File: config.mk
export PLATFORM = sky130hd
export DESIGN_NAME = sint_eq_arbiter
export DESIGN_NICKNAME = d
export VERILOG_FILES = /design/src/rtl/sint_eq_arbiter.sv
export SDC_FILE = /design/constraint.sdc
export NUM_CORES = 1
export LEC_CHECK = 0
export CORE_ASPECT_RATIO = 0.75
export CORE_MARGIN = 8
export CORE_UTILIZATION = 30
export CTS_BUF_LIST = sky130_fd_sc_hd__clkbuf_4
export DETAILED_ROUTE_END_ITERATION = 16
export SYNTH_ARGS = -nofsm -noshare
export SYNTH_HDL_FRONTEND = slang
export SYNTH_SLANG_ARGS = --single-unit
export TNS_END_PERCENT = 50
File: constraint.sdc
create_clock -name CLK -period 7.1 [get_ports CLK]
set_input_delay 1.065 -clock CLK [delete_from_list [all_inputs] [get_ports CLK]]
set_output_delay 1.065 -clock CLK [all_outputs]
set_load 0.02 [all_outputs]
File: src/rtl/sint_eq_arbiter.sv
// ---------------------------------------------------------------------------
// sint_eq_arbiter
//
// Purpose:
//   Shares a single WIDTH-bit signed equality comparator between NREQ
//   requesters. One request is granted per cycle in round-robin order. The
//   comparison result is registered into a one-entry output stage and is
//   returned on a valid/ready response channel, tagged with the id of the
//   requester that produced it. A saturating counter records how many
//   accepted responses reported equality.
//
// Ports:
//   CLK          in   rising-edge clock
//   ASYNCRESETN  in   asynchronous active-low reset
//   req_valid    in   [NREQ]        per-requester request valid
//   req_ready    out  [NREQ]        per-requester accept (one-hot or zero)
//   req_a        in   [NREQ*WIDTH]  operand A, requester i at [i*WIDTH +: WIDTH]
//   req_b        in   [NREQ*WIDTH]  operand B, same packing as req_a
//   rsp_valid    out               response valid
//   rsp_ready    in                response consumer ready
//   rsp_eq       out               A == B for the held response
//   rsp_id       out  [IDW]        requester index of the held response
//   clr_count    in                synchronous clear of match_count
//   match_count  out  [CNTW]       accepted equal responses, saturating
// ---------------------------------------------------------------------------
module sint_eq_arbiter #(
    parameter int unsigned WIDTH = 7,
    parameter int unsigned NREQ  = 4,
    parameter int unsigned IDW   = 2,
    parameter int unsigned CNTW  = 16
) (
    input  logic                    CLK,
    input  logic                    ASYNCRESETN,
    input  logic [NREQ-1:0]         req_valid,
    output logic [NREQ-1:0]         req_ready,
    input  logic [NREQ*WIDTH-1:0]   req_a,
    input  logic [NREQ*WIDTH-1:0]   req_b,
    output logic                    rsp_valid,
    input  logic                    rsp_ready,
    output logic                    rsp_eq,
    output logic [IDW-1:0]          rsp_id,
    input  logic                    clr_count,
    output logic [CNTW-1:0]         match_count
);

    // Registered state
    logic             rsp_valid_q, rsp_valid_d;
    logic             rsp_eq_q,    rsp_eq_d;
    logic [IDW-1:0]   rsp_id_q,    rsp_id_d;
    logic [IDW-1:0]   ptr_q,       ptr_d;
    logic [CNTW-1:0]  cnt_q,       cnt_d;

    // Arbitration and datapath signals
    logic             slot_free;
    logic             gnt_found;
    logic [IDW-1:0]   gnt_idx;
    logic [IDW-1:0]   scan_idx;
    logic             transfer;
    logic [WIDTH-1:0] op_a;
    logic [WIDTH-1:0] op_b;
    logic             cmp_eq;
    logic             rsp_accept;

    // The output register is a single pipeline stage: it can take a new
    // result in the same cycle the current one is consumed.
    assign slot_free = !rsp_valid_q || rsp_ready;

    // Round-robin scan starting at ptr_q. Only req_valid is looked at, so
    // the grant never depends on operand values.
    always_comb begin
        gnt_found = 1'b0;
        gnt_idx   = '0;
        scan_idx  = '0;
        for (int unsigned off = 0; off < NREQ; off++) begin
            scan_idx = IDW'((32'(ptr_q) + off) % NREQ);
            if (!gnt_found && req_valid[scan_idx]) begin
                gnt_found = 1'b1;
                gnt_idx   = scan_idx;
            end
        end
    end

    // ASYNCRESETN gates the grant so req_ready is zero for the whole reset
    // assertion, not just after the registers clear.
    assign transfer  = gnt_found && slot_free && ASYNCRESETN;
    assign req_ready = transfer ? (NREQ'(1) << gnt_idx) : '0;

    // Operand mux in front of the single shared comparator.
    assign op_a = req_a[32'(gnt_idx)*WIDTH +: WIDTH];
    assign op_b = req_b[32'(gnt_idx)*WIDTH +: WIDTH];

    coreir_eq #(
        .width(WIDTH)
    ) u_eq (
        .in0 (op_a),
        .in1 (op_b),
        .out (cmp_eq)
    );

    assign rsp_accept = rsp_valid_q && rsp_ready;

    // Next-state logic
    always_comb begin
        rsp_valid_d = rsp_valid_q;
        rsp_eq_d    = rsp_eq_q;
        rsp_id_d    = rsp_id_q;
        ptr_d       = ptr_q;
        cnt_d       = cnt_q;

        if (transfer) begin
            rsp_valid_d = 1'b1;
            rsp_eq_d    = cmp_eq;
            rsp_id_d    = gnt_idx;
            ptr_d       = (gnt_idx == IDW'(NREQ - 1)) ? '0 : gnt_idx + IDW'(1);
        end else if (rsp_ready) begin
            rsp_valid_d = 1'b0;
        end

        // Clear has priority over a simultaneous increment.
        if (clr_count) begin
            cnt_d = '0;
        end else if (rsp_accept && rsp_eq_q && (cnt_q != '1)) begin
            cnt_d = cnt_q + CNTW'(1);
        end
    end

    always_ff @(posedge CLK or negedge ASYNCRESETN) begin
        if (!ASYNCRESETN) begin
            rsp_valid_q <= 1'b0;
            rsp_eq_q    <= 1'b0;
            rsp_id_q    <= '0;
            ptr_q       <= '0;
            cnt_q       <= '0;
        end else begin
            rsp_valid_q <= rsp_valid_d;
            rsp_eq_q    <= rsp_eq_d;
            rsp_id_q    <= rsp_id_d;
            ptr_q       <= ptr_d;
            cnt_q       <= cnt_d;
        end
    end

    assign rsp_valid   = rsp_valid_q;
    assign rsp_eq      = rsp_eq_q;
    assign rsp_id      = rsp_id_q;
    assign match_count = cnt_q;

    // Requester protocol: a pending request keeps valid and operands stable
    // until it is accepted.
    for (genvar gi = 0; gi < NREQ; gi++) begin : g_req_proto
        assert property (@(posedge CLK) disable iff (!ASYNCRESETN)
            (req_valid[gi] && !req_ready[gi]) |=>
                (req_valid[gi] &&
                 $stable(req_a[gi*WIDTH +: WIDTH]) &&
                 $stable(req_b[gi*WIDTH +: WIDTH])));
    end

    assert property (@(posedge CLK) $onehot0(req_ready));

endmodule

// ---------------------------------------------------------------------------
// coreir_eq
//
// Purpose:
//   Plain bitwise equality comparator; signedness does not affect equality.
//
// Ports:
//   in0, in1  in   [width]  operands
//   out       out           1 when in0 == in1
// ---------------------------------------------------------------------------
module coreir_eq #(
    parameter int unsigned width = 7
) (
    input  logic [width-1:0] in0,
    input  logic [width-1:0] in1,
    output logic             out
);

    assign out = (in0 == in1);

endmodule

# Word-level counts from Yosys, hierarchy flattened
# Cells that the tools add are included.
# word_totals
register_bits	22
latchBits	0
ramBits	0
mem_bits_ro	0
in_bits	64
out_inout_bits	24
wordCells	58
mem_count	0
# op_classes
n_addsub	5
multipliers	1
n_div	0
magnitude_cmp	4
n_eq_ne	3
n_shift	3
mux	22
n_bitwise	0
n_reduce_logical	15
# op_table
operator	n
28-bit by 6-bit indexed part select with 7-bit output	2
16-bit 2-to-1 mux	2
16-bit by 1-bit adder with 16-bit output, second input constant	1
16-bit != test, second input constant	1
2-bit by 3-bit < comparator with 1-bit output, second input constant	4
1-bit 2-to-1 mux	10
2-bit 2-to-1 mux	5
1-bit binary-select mux with 2-bit select	4
1-bit logical AND	8
7-bit == test	1
2-bit by 3-bit multiplier with 5-bit output, second input constant	1
2-bit by 1-bit adder with 2-bit output, second input constant	2
2-bit adder, second input constant	2
1-bit zero test	4
4-bit 2-to-1 mux	1
2-bit nonzero test	2
1-bit by 2-bit << shifter with 4-bit output, first input constant	1
2-bit == test, second input constant	1
1-bit logical OR	1

# Depth between registers and ports, before layout
# depth
word_depth	15
ltp_mapped	10
mapped_depth_nobuf	8

# Modules after synthesis
# Synthesis repeated with hierarchy kept, for this count alone.
# hier_totals
cells_unflattened	183
area_unflattened_um2	1742.9
# by_module_without_submodules
mod	n_inst	cells_per_inst	area_per_inst_um2	seq_area_each_um2
sint_eq_arbiter	1	174	1662.8	550.5
coreir_eq	1	9	80.1	0.0

# Worst setup path after synthesis
# OpenSTA, ideal clock, no wires.
# synth_timing
kind	input-to-output
start	input port req_valid[2]
end	output port req_ready[2]
arrival_ns	2.520
required_time_ns	6.035
path_slack_ns	3.515
stages	8
n_path_buf	2
cell_sequence	nor2b_1 > buf_6 > or4b_4 > nand2_2 > inv_2 > buf_6 > ha_1 > and2_1
# synth_between
elab_chain_cells	15
word_cells_on_any_way	26
classes_between	shift (1); mux (17); reduce/logical (8)
# synth_lines
element	line_no	text
start, declared	34	input logic [NREQ-1:0] req_valid,
1-bit binary-select mux with 2-bit select	76	if (!gnt_found && req_valid[scan_idx]) begin
1-bit 2-to-1 mux (implied by the code)	76	
1-bit 2-to-1 mux	76	
1-bit zero test	76	
1-bit logical AND	76	
1-bit 2-to-1 mux	76	
1-bit zero test	76	
1-bit logical AND	76	
1-bit 2-to-1 mux	76	
1-bit zero test	76	
1-bit logical AND	76	
1-bit 2-to-1 mux	76	
1-bit logical AND (2 in series)	85	assign transfer = gnt_found && slot_free && ASYNCRESETN;
4-bit 2-to-1 mux *	86	assign req_ready = transfer ? (NREQ'(1) << gnt_idx) : '0;
end, declared	35	output logic [NREQ-1:0] req_ready,
# Mark *: on every way between the ends. The rest lies on a longest branch, timed or not. The select of a mux whose other input is x is not followed.

# Worst setup path after layout
# layout_timing
start	input port req_valid[3]
end	output port req_ready[0]
# The elaborated chain is that of the path after synthesis.

==> results.tsv <==
metric	value	unit
post-cts-setup-buffer-count	0	
setup_tns	0	ps
root_buffer	clkbuf_4	
die_x	109	um
grt_start_max_net_pins	24	
rsz0062_at_grt	false	
reg2reg_from	ptr_q[0]	
gp_congestion	0.767	
p_int	0.372	mW
syn_area_per_cell	8.59	um2
p_per_area	217	mW/mm2
route.detailed.drc	0	
netlist_instances	227	
crit_chain	clkdlybuf4s50_1 > nor2_2 > or4_1 > nand2_2 > inv_2 > ha_1 > and2_1 > clkdlybuf4s50_1	
setup_viol	0	
final_cells	384	
power_frac_clock	0.154	
cp.depth	8	
outcome	finished, final reports clean	
cp-start-kind	primary input	
p_comb_frac	0.595	
critPathArrivalTime	4130	ps
grt_pass1_vias	1917	
place_hpwl	5050	um
cp-startpoint	req_valid[3]	
nFillCells	616	
skew	10.2	ps
final_nets	373	
dp_cells	380	
gr-total-overflow	0	
p_leak	1.17	nW
slew_violations	0	
peakVddDrop	0.106	mV
timing.final.crit_share	0.732	
ant_nets	0	
drv_cap	0	
critical_path.max_fanout	23	
grtUsageTotal	0.134	
path_class	in2out	
cp_top_family	simple AND/OR/NAND/NOR gates	
worst_path_most_repeated_cell	clkdlybuf4s50_1	
synth_top_area_frac	0.282	
postCtsHoldBufs	0	
htree_levels	1	
antenna_found_initial	0	
firstDrtPassIters	4	
period_needed	5200	ps
hold_viol	0	
n_antenna_cell	0	
wl_per_cell	16.7	um
dieArea	0.00936	mm2
ys_types	51	
clk_latency	310	ps
syn_nets	296	
hold_path_class	reg2reg	
fmax	192	MHz
worstMarginPinSlew	853	ps
core-area	0.00629	mm2
grt_pass1_wl	10100	um
cts.path.max_buffers	2	
io-pin-count	88	
rows	25	
regArea	551	um2
area_growth	47.6	%
slew_headroom	0.431	
initial_core_util	0.310	
cts_buffers	3	
drive_gt1_frac	0.0957	
netlist_area	0.00195	mm2
viasPerCell	5.13	
slowest_delay	610	ps
r2r_setup_slack	4090	ps
netSwitchingFraction	0.404	
synth-seq-cells	22	
reg2reg_to	rsp_eq	
power_switching	0.252	mW
cts_tree	done	
crit_required	6030	ps
yosysWarnings	0	
clkSinkCount	22	
cp.buffers_inverters	3	
cpMaxStageDelayCell	clkdlybuf4s50_1	
crit_path_end_kind	primary output	
endpoint	req_ready[0]	
pwr-share-seq	0.251	
drtIter0Drc	78	
ff2ff_path_depth	8	
multi_input_area	0.00128	mm2
cts-resized-gates	0	
vias	1970	
synth_area_leaders	dfrtp_1 (28%), xor2_1 (7.2%), nand2_1 (4.4%)	
finalWirelength	6420	um
synth-seq-area-share	0.282	
path_clk_slew	130	ps
port_buffers	87	
synth_area_leader_cell	dfrtp_1	
die_y	85.8	um
## registers in the layout, summed over array words and instances (netlist names)
register,flops
match_count,16
ptr_q,2
rsp_eq,1
rsp_valid,1
rsp_id,2
## cell usage after synthesis, drive strengths merged
cell type  instances
a21boi             6
or3                2
ha                 5
and4               3
o22ai              1
a41o               1
mux2i              2
o21ai              3
a31oi              1
a22oi              4
o32ai              6
nor2b              5
o21a               1
a211oi             2
dfrtp             22
mux2               2
or4b               1
or4                1
buf                8
nand4              4
o41ai              1
a211o              1
o21bai             1
nor4               7
xnor2              7
nand3              9
and2               6
o211ai             2
nand2             24
and3              16
clkbuf             8
a21oi             17
inv                5
nor3b              6
xor2              16
a221o              6
nor2              15
## placed cells by master, fill, tap and decap left out, types with 5 or more instances in the layout
| master | instances |
|---|---|
| dfrtp_1 | 22 |
| nor3b_1 | 6 |
| a21boi_1 | 6 |
| a21oi_1 | 17 |
| and3_2 | 8 |
| xor2_1 | 16 |
| and3_1 | 8 |
| nand2_1 | 23 |
| and2_1 | 6 |
| ha_1 | 5 |
| nor2_1 | 14 |
| clkdlybuf4s50_1 | 87 |
| nand3_1 | 9 |
| xnor2_1 | 7 |
| nor4_1 | 7 |
## through the flow
step	worst slack [ps]	power (mW)	hold WS (ps)	utilization	instance area, um2
global route	1650	0.670	553	0.458	2880
finish	1900	0.625	521	0.458	2880
detailed placement	1920	0.530	495	0.450	2830
CTS	1910	0.628	525	0.458	2880
floorplan	3520	0.441	532	-	1950
global placement	1980	0.527	492	0.450	2830
## area by class of cell
cell class / instances / share of cell area
clock buffers: 3 / 0.00782
clock inverters: 1 / 0.0104
inverters: 5 / 0.00652
multi-input cells: 184 / 0.444
flip-flops and latches: 22 / 0.191
well taps: 81 / 0.0352
repair buffers: 88 / 0.305
## worst register-to-register path: stages, from the launching register on
cell and delay (ps):
dfrtp_1 430, nor2b_1 440, a211o_2 250, and2_1 410, inv_1 370, o32ai_1 420
xor2_1 120, nor4_1 310, a41o_1 200
## worst min-delay path by stage
stage,from,endpoint,slack [ps],cells after the start
6_report,rsp_id[1],rsp_id[1],520,1
5_1_grt,rsp_id[1],rsp_id[1],550,1
4_1_cts,rsp_id[1],rsp_id[1],530,1
3_5_place_dp,rsp_id[1],rsp_id[1],500,1
3_3_place_gp,rsp_id[1],rsp_id[1],490,1
2_1_floorplan,ptr_q[0],ptr_q[0],530,2
## power groups by stage
stage	clock network, mW	logic (mW)	registers, mW
final	0.0962	0.372	0.157
after global routing	0.105	0.407	0.159
after CTS	0.0987	0.373	0.156
after detailed placement	0	0.371	0.159
after global placement	0	0.369	0.158
after floorplan	0	0.288	0.153
## routing by layer
| metal | global-route usage | up-vias | part of all wire |
|---|---|---|---|
| li1 | - | 980 | - |
| met4 | 0.0248 | 0 | 0.011 |
| met1 | 0.191 | 919 | 0.49 |
| met2 | 0.200 | 65 | 0.43 |
| met3 | 0.0315 | 6 | 0.075 |
| met5 | 0 | - | 0 |
## cell families (layout without fill, tap and decap cells)
logic type      count (synthesis)  after routing  synth area share
compound gates                 53             53             0.211
xor+xnor                       23             23             0.103
fa+ha+maj                       5              5            0.0321
buf+inv                        21             97            0.0628
flops                          22             22             0.282
mux                             4              4            0.0218
simple gates                   99             99             0.287
Power figures use the tool's default switching activity.
